[config.mk]
export PLATFORM = sky130hd
export DESIGN_NAME = alu_issue_ctrl
export DESIGN_NICKNAME = d
export VERILOG_FILES = /design/src/rtl/alu_pkg.sv /design/src/rtl/alu_regfile.sv /design/src/rtl/alu_issue_ctrl.sv
export SDC_FILE = /design/constraint.sdc
export NUM_CORES = 1
export LEC_CHECK = 0
export ABC_AREA = 1
export CORE_MARGIN = 2
export CORE_UTILIZATION = 52
export DETAILED_ROUTE_END_ITERATION = 10
export GPL_TIMING_DRIVEN = 0
export PLACE_DENSITY = 0.89
export SETUP_SLACK_MARGIN = 0.02
export SYNTH_ARGS = -nofsm -noshare
export SYNTH_HDL_FRONTEND = slang
export SYNTH_HIERARCHICAL = 1
export SYNTH_SLANG_ARGS = --single-unit
[constraint.sdc]
create_clock -name clk -period 4.1 [get_ports clk]
set_input_delay 0.615 -clock clk [delete_from_list [all_inputs] [get_ports clk]]
set_output_delay 0.615 -clock clk [all_outputs]
set_load 0.005 [all_outputs]
[src/rtl/alu_pkg.sv]
// alu_pkg: shared ALU opcodes, controller states and datapath width.
package alu_pkg;
  localparam int DEF_DATA_W = 16;
  typedef enum logic [3:0] {
    ADD, SUB, OR, AND, XOR, NOR, NAND, XNOR,
    SHL, SHR, ASHL, ASHR, NOTB, RSUB
  } alu_op_t;
  typedef enum logic [1:0] {IDLE, EXEC, WB} state_t;
  function automatic logic is_arith(input logic [3:0] op);
    return op == ADD || op == SUB || op == RSUB;
  endfunction
endpackage

[src/rtl/alu_regfile.sv]
// alu_regfile: NREG x DATA_W register file, two async read ports, one sync write port, R0 reads zero.
module alu_regfile
  import alu_pkg::*;
#(
  parameter int DATA_W = DEF_DATA_W,
  parameter int NREG = 8,
  parameter int AW = $clog2(NREG)
) (
  input  logic              clk,
  input  logic              rst,
  input  logic              we,
  input  logic [AW-1:0]     waddr,
  input  logic [DATA_W-1:0] wdata,
  input  logic [AW-1:0]     raddr_a,
  output logic [DATA_W-1:0] rdata_a,
  input  logic [AW-1:0]     raddr_b,
  output logic [DATA_W-1:0] rdata_b
);
  logic [DATA_W-1:0] mem [NREG];
  always_ff @(posedge clk or posedge rst)
    if (rst)
      for (int i = 0; i < NREG; i++) mem[i] <= '0;
    else if (we && waddr != '0)
      mem[waddr] <= wdata;
  assign rdata_a = raddr_a == '0 ? '0 : mem[raddr_a];
  assign rdata_b = raddr_b == '0 ? '0 : mem[raddr_b];
endmodule

[src/rtl/alu_issue_ctrl.sv]
// alu_issue_ctrl: issues one instruction per three cycles to the ALU, then writes back result and flags.
module alu_issue_ctrl
  import alu_pkg::*;
#(
  parameter int DATA_W = DEF_DATA_W,
  parameter int NREG = 8,
  parameter int AW = $clog2(NREG)
) (
  input  logic              clk,
  input  logic              rst,
  input  logic              instr_valid_in,
  output logic              instr_ready_out,
  input  logic [3:0]        opcode_in,
  input  logic [AW-1:0]     rd_in,
  input  logic [AW-1:0]     rs1_in,
  input  logic [AW-1:0]     rs2_in,
  input  logic              imm_valid_in,
  input  logic [DATA_W-1:0] imm_in,
  input  logic              use_carry_in,
  output logic              alu_enable_out,
  output logic [3:0]        alu_sel_out,
  output logic [DATA_W-1:0] alu_a_out,
  output logic [DATA_W-1:0] alu_b_out,
  output logic              alu_cin_out,
  input  logic [DATA_W-1:0] alu_res_in,
  input  logic              alu_cout_in,
  output logic              wb_valid_out,
  output logic [AW-1:0]     wb_addr_out,
  output logic [DATA_W-1:0] wb_data_out,
  output logic              carry_flag_out,
  output logic              zero_flag_out
);
  state_t state, state_n;
  logic [AW-1:0] rd_q;
  logic cout_q;
  logic [DATA_W-1:0] rdata_a, rdata_b;
  logic accept;
  alu_regfile #(.DATA_W(DATA_W), .NREG(NREG), .AW(AW)) u_rf (
    .clk(clk), .rst(rst),
    .we(wb_valid_out), .waddr(wb_addr_out), .wdata(wb_data_out),
    .raddr_a(rs1_in), .rdata_a(rdata_a),
    .raddr_b(rs2_in), .rdata_b(rdata_b)
  );
  always_comb begin
    instr_ready_out = state == IDLE;
    alu_enable_out = state == EXEC;
    wb_valid_out = state == WB;
    accept = instr_valid_in && instr_ready_out;
    state_n = state == IDLE ? (accept ? EXEC : IDLE) : state == EXEC ? WB : IDLE;
  end
  always_ff @(posedge clk or posedge rst)
    if (rst) begin
      state <= IDLE;
      rd_q <= '0;
      cout_q <= 1'b0;
      alu_sel_out <= '0;
      alu_a_out <= '0;
      alu_b_out <= '0;
      alu_cin_out <= 1'b0;
      wb_addr_out <= '0;
      wb_data_out <= '0;
      carry_flag_out <= 1'b0;
      zero_flag_out <= 1'b0;
    end else begin
      state <= state_n;
      if (accept) begin
        alu_sel_out <= opcode_in;
        rd_q <= rd_in;
        alu_a_out <= rdata_a;
        alu_b_out <= imm_valid_in ? imm_in : rdata_b;
        alu_cin_out <= use_carry_in & carry_flag_out;
      end
      if (state == EXEC) begin
        wb_data_out <= alu_res_in;
        cout_q <= alu_cout_in;
        wb_addr_out <= rd_q;
      end
      // alu_sel_out still holds the writeback instruction's opcode here
      if (state == WB) begin
        zero_flag_out <= wb_data_out == '0;
        if (is_arith(alu_sel_out)) carry_flag_out <= cout_q;
      end
    end
endmodule

Word level (Yosys, flattened, before mapping)

Cells that the tools add are included.

Add/sub/neg operators: 0
Multipliers: 0
Divide/modulo/power cells: 0
Order comparisons: 4
Equal/unequal tests: 4
Shift-type cells: 0
Muxes and demuxes: 15
Bitwise gates (word level): 4
Reductions and logical operators: 12

Operators with widths:

| kind               | number |
|---|---|
| $bwmux 128         | 1 |
| $mux 16            | 8 |
| $bmux 16 s3        | 2 |
| $demux 16 s3       | 1 |
| $logic_not 16->1   | 1 |
| $ge 4x4->1 const B | 3 |
| $not 3->4          | 3 |
| $logic_not 3->1    | 2 |
| $eq 4x1->1 const B | 1 |
| $eq 4x4->1 const B | 1 |
| $logic_not 4->1    | 1 |
| $lt 4x1->1 const B | 1 |
| $mux 2             | 2 |
| $logic_and 1x1->1  | 3 |
| $reduce_bool 3->1  | 1 |
| $eq 2x1->1 const B | 1 |
| $eq 2x2->1 const B | 1 |
| $logic_not 2->1    | 1 |
| $logic_or 1x1->1   | 2 |
| $reduce_and 2->1   | 1 |
| $and 1x1->1        | 1 |
| $mux 1             | 1 |

Register bits after elaboration: 192
Bits in latches: 0
Bits in writable memories: 0
ROM bits: 0
Input port bits: 51
Output and inout bits: 61
Word-level logic and storage cells: 58
Memories kept: 0

Depth between registers and ports, before layout

Depth in word-level cells: 6
Depth in mapped cells: 9
Mapped depth without buffers: 8

Modules after synthesis

The synthesis kept the hierarchy.

Modules (own cells, without submodules):

| module         | instances | cells an instance | area an instance (um2) | seq. area each (um2) |
|---|---|---|---|---|
| alu_regfile    | 1         | 1,151             | 7,534.7                | 3,203.1 |
| alu_issue_ctrl | 1         | 325               | 2,718.9                | 1,601.5 |

Worst setup path before layout

Ideal clock, no wire load.

Kind: input to register
Start: in rs2_in[2]
End: reg alu_b_out[14]
Arrival: 1.439 ns
Setup slack: 2.537 ns
Stages: 8
Path buffers: 2
Cell sequence: clkbuf_2 -> nor2_1 -> nand2_1 -> buf_2 -> nand2_1 -> nor2_1 -> o211ai_1 -> nand2_1

Word-level cells in the longest chain between the ends: 6
Elaborated cells on any way between the ends: 7
Classes of those cells: 5 x mux; 1 x bitwise; 1 x reduce/logical

Ends and longest elaborated chain:

| item                                        | line                 | source |
|---|---|---|
| start, declared                             | alu_issue_ctrl.sv:16 | `input logic [AW-1:0] rs2_in,` |
| $not 3->4 (not written as such)             | alu_regfile.sv:26    | `assign rdata_b = raddr_b == '0 ? '0 : mem[raddr_b];` |
| $bmux 16 s3                                 | alu_regfile.sv:26    |  |
| $mux 16 (not written as such) (2 in series) | alu_regfile.sv:26    |  |
| $mux 16 (*)                                 | alu_regfile.sv:26    |  |
| via rdata_b[14]                             | alu_issue_ctrl.sv:36 | `logic [DATA_W-1:0] rdata_a, rdata_b;` |
| $mux 16 (*)                                 | alu_issue_ctrl.sv:70 | `alu_b_out <= imm_valid_in ? imm_in : rdata_b;` |
| end signal, assigned                        | alu_issue_ctrl.sv:70 |  |
| end, declared                               | alu_issue_ctrl.sv:23 | `output logic [DATA_W-1:0] alu_b_out,` |

The timed path passes the listed nets; every way through them passes the cells marked *. The select of a mux whose other input is x is not followed.
A chain may end at the register's enable or synchronous reset.

Worst setup path in the final report

Start: reg state[1]
End: out alu_enable_out

Word-level cells in the longest chain between the ends: 1

Ends and longest elaborated chain:

| item                   | line                 | source |
|---|---|---|
| start, declared        | alu_issue_ctrl.sv:33 | `state_t state, state_n;` |
| start signal, assigned | alu_issue_ctrl.sv:65 | `state <= state_n;` |
| $eq 2x1->1             | alu_issue_ctrl.sv:46 | `alu_enable_out = state == EXEC;` |
| end, declared          | alu_issue_ctrl.sv:20 | `output logic alu_enable_out,` |

Every way passes these cells.

==> flow_summary.ini <==
[clocking]
htreeDepth = 4
cts_buffers = 17
cts_root_buffer = clkbuf_16
postCtsSetupBuffers = 0
tritoncts = yes
clk_pin_slew_ps = 70
cts_sinks = 192
clockBufferDepth = 2
cts_resized = 0
clock_latency_ps = 440
cts_hold_buf = 0

[hold_path]
hp-class = register to register
hold_start = u_rf/mem[116]$_DFFE_PP0P_
min_to = u_rf/mem[116]$_DFFE_PP0P_
hold_depth = 1

[global_route]
antenna_found_initial = 0
grt_usage_pct = 33.6
grt_pass1_wl_microns = 52400
gr-total-overflow = 0
grt_max_degree = 72
first_global_vias = 9513

[layout]
final_core_util_pct = 63.7
regArea_sq_um = 4800
syn_to_final_growth_pct = 20.5
fill_cells = 1749
antennaDiodeCount = 0
final_layout_size_suffix_gt1_share_pct = 7.86
final_nets = 1655
multi_input_area_sq_um = 4230

[timing]
fin_crit_sh_pct = 62.5
worst_pin_slew_ps = 587
period_needed_ps = 2560
hold_ws_ps = 458
finalHoldViolations = 0
slew_viol_final = 0
clock.fmax_mhz = 391
tns_ps = 0
finalSetupViolCount = 0
skew_ps = 10.4
relSlewSlack_pct = 60.8
rsz0062_at_grt = false

[drt]
dr.pass1.iters = 6
drt_iter0_markers = 1520
wl_per_cell_microns = 18.3
vias_per_cell = 5.53
drc_errors = 0
wirelength_microns = 34300
ant_nets = 0
dr_total_vias = 10400

[worst_setup_path]
worst_ep_arrival_time_ps = 1950
start_kind = register
critPathCaptureType = output port
timing.rr.start = state[0]$_DFF_PP0_
critPathMaxFanout = 11
path_class = register to output port
worstRegToRegCells = 8
r2r_slack_ps = 2180
critPathRequiredTime_ps = 3480
worstReg2RegEnd = u_rf/mem[101]$_DFFE_PP0P_

[synthesis]
synthCells = 1476
synth.avg_cell_area_sq_um = 6.95
synth_top_area_share_pct = 46.9
synth_area_leader_cell = dfrtp_1
synth-seq-cells = 192
syn_area_sq_um = 10300
syn_nets = 1527
synth_warnings = 6
synth.area.top_cells = dfrtp_1, nand2_1, nand3_1
synth.distinct_cells = 23
ys_seq_area_share_pct = 46.9

[floorplanning]
die_h_microns = 144
ios = 112
start_util_pct = 52.9
dieArea_sq_um = 20900
coreArea_sq_um = 19400
die_w_microns = 144
row_count = 51

[power_and_ir_drop]
switching_share_pct = 37.1
total_power_mw = 7.02
switchingPower_mw = 2.60
p_per_area_nw_per_um2 = 569
p_comb_share_pct = 33.1
seqPwrFrac_pct = 41.0
clkPwrFrac_pct = 25.9
ir_drop_mv = 0.333
p_leak_nw = 6.56
p_int_mw = 4.42

[place]
port_buffers = 107
detailed_place_hpwl_microns = 25500
gp_congestion = 0.988

[status]
status = completed

[flow_run]
drv_cap = 0
[worst max-delay path: stages, from the launching register on]
cell and delay (ps):
dfrtp_1 420, inv_1 70, nand2_1 110, inv_1 90
buf_2 260, clkdlybuf4s50_1 550
[flip-flops by register name, indices dropped and copies added (netlist names)]
register and flops:
u_rf/mem 128, alu_a_out 16, alu_b_out 16, wb_data_out 16, alu_sel_out 4, rd_q 3
wb_addr_out 3, state 2, alu_cin_out 1, carry_flag_out 1, cout_q 1, zero_flag_out 1
[cell type report]
| type | instances | share of cell area [%] |
|---|---|---|
| sequential | 192 | 38.9 |
| multi-input combinational | 1005 | 34.2 |
| timing repair buffer | 109 | 9.06 |
| inverter | 177 | 5.44 |
| buffer | 102 | 4.49 |
| clock buffer | 18 | 3.56 |
| tap | 265 | 2.68 |
| clock inverter | 13 | 1.65 |
[worst max-delay path by stage]
| stage | end | slack, ps | startpoint |
|---|---|---|---|
| floorplan | u_rf/mem[0]$_DFFE_PP0P_ | 70 | rst |
| global placement | u_rf/mem[118]$_DFFE_PP0P_ | -1650 | rst |
| detailed placement | alu_b_out[9]$_DFFE_PP0P_ | 1530 | rs2_in[0] |
| CTS | alu_enable_out | 1540 | state[1]$_DFF_PP0_ |
| global route | alu_enable_out | 1460 | state[1]$_DFF_PP0_ |
| finish | alu_enable_out | 1540 | state[1]$_DFF_PP0_ |
[cells in the final DEF, fill, tap and decap left out, types with 2 or more instances in the layout]
| cell type | n |
|---|---|
| buf_1 | 3 |
| inv_1 | 167 |
| nand3_1 | 163 |
| inv_8 | 2 |
| nor2_1 | 77 |
| o21ai_1 | 43 |
| clkinvlp_4 | 3 |
| nand2_1 | 624 |
| clkbuf_2 | 2 |
| buf_4 | 20 |
| dfrtp_1 | 192 |
| inv_2 | 8 |
| bufinv_16 | 4 |
| buf_2 | 51 |
| o211ai_1 | 16 |
| clkbuf_16 | 17 |
| clkbuf_1 | 22 |
| buf_6 | 4 |
| o21ai_0 | 73 |
| clkdlybuf4s50_1 | 107 |
| nor2_2 | 3 |
| inv_6 | 3 |
[cell families after synthesis]
family          share of synthesized area [%]
compound gates                           6.83
flops                                    46.9
buf+inv                                  11.9
simple gates                             34.4
[synthesized netlist by cell type, drive strengths merged]
| library cell | number |
|---|---|
| dfrtp | 192 |
| nand4 | 1 |
| nor3 | 1 |
| o21ai | 116 |
| o211ai | 16 |
| clkbuf | 24 |
| nor2 | 81 |
| nand2 | 625 |
| nand3 | 164 |
| and2 | 1 |
| buf | 78 |
| inv | 177 |
[power groups by stage]
| stage | logic [mW] | clock network (mW) | registers, mW |
|---|---|---|---|
| 2_1_floorplan | 1.32 | 0 | 2.79 |
| 3_3_place_gp | 2.17 | 0 | 2.86 |
| 3_5_place_dp | 2.25 | 0 | 2.89 |
| 4_1_cts | 2.28 | 1.84 | 2.86 |
| 5_1_grt | 2.58 | 1.92 | 2.93 |
| 6_report | 2.32 | 1.82 | 2.88 |
[per-stage QoR]
step,area [sq um],setup slack (ps),instances
after floorplan,10300,72.4,1476
after global placement,11700,-1650,1848
after detailed placement,11700,1530,1850
after CTS,12400,1540,1881
after global routing,12400,1460,1881
final,12400,1540,1881
[routing by layer]
layer / vias to the layer above / part of all wire, % / GRT usage (%)
li1: 4761 / - / -
met1: 4860 / 39 / 45.5
met2: 667 / 45 / 51.7
met3: 110 / 12 / 7.95
met4: 0 / 4.8 / 15.1
met5: - / 0 / 0
(Power assumes the default switching activity.)
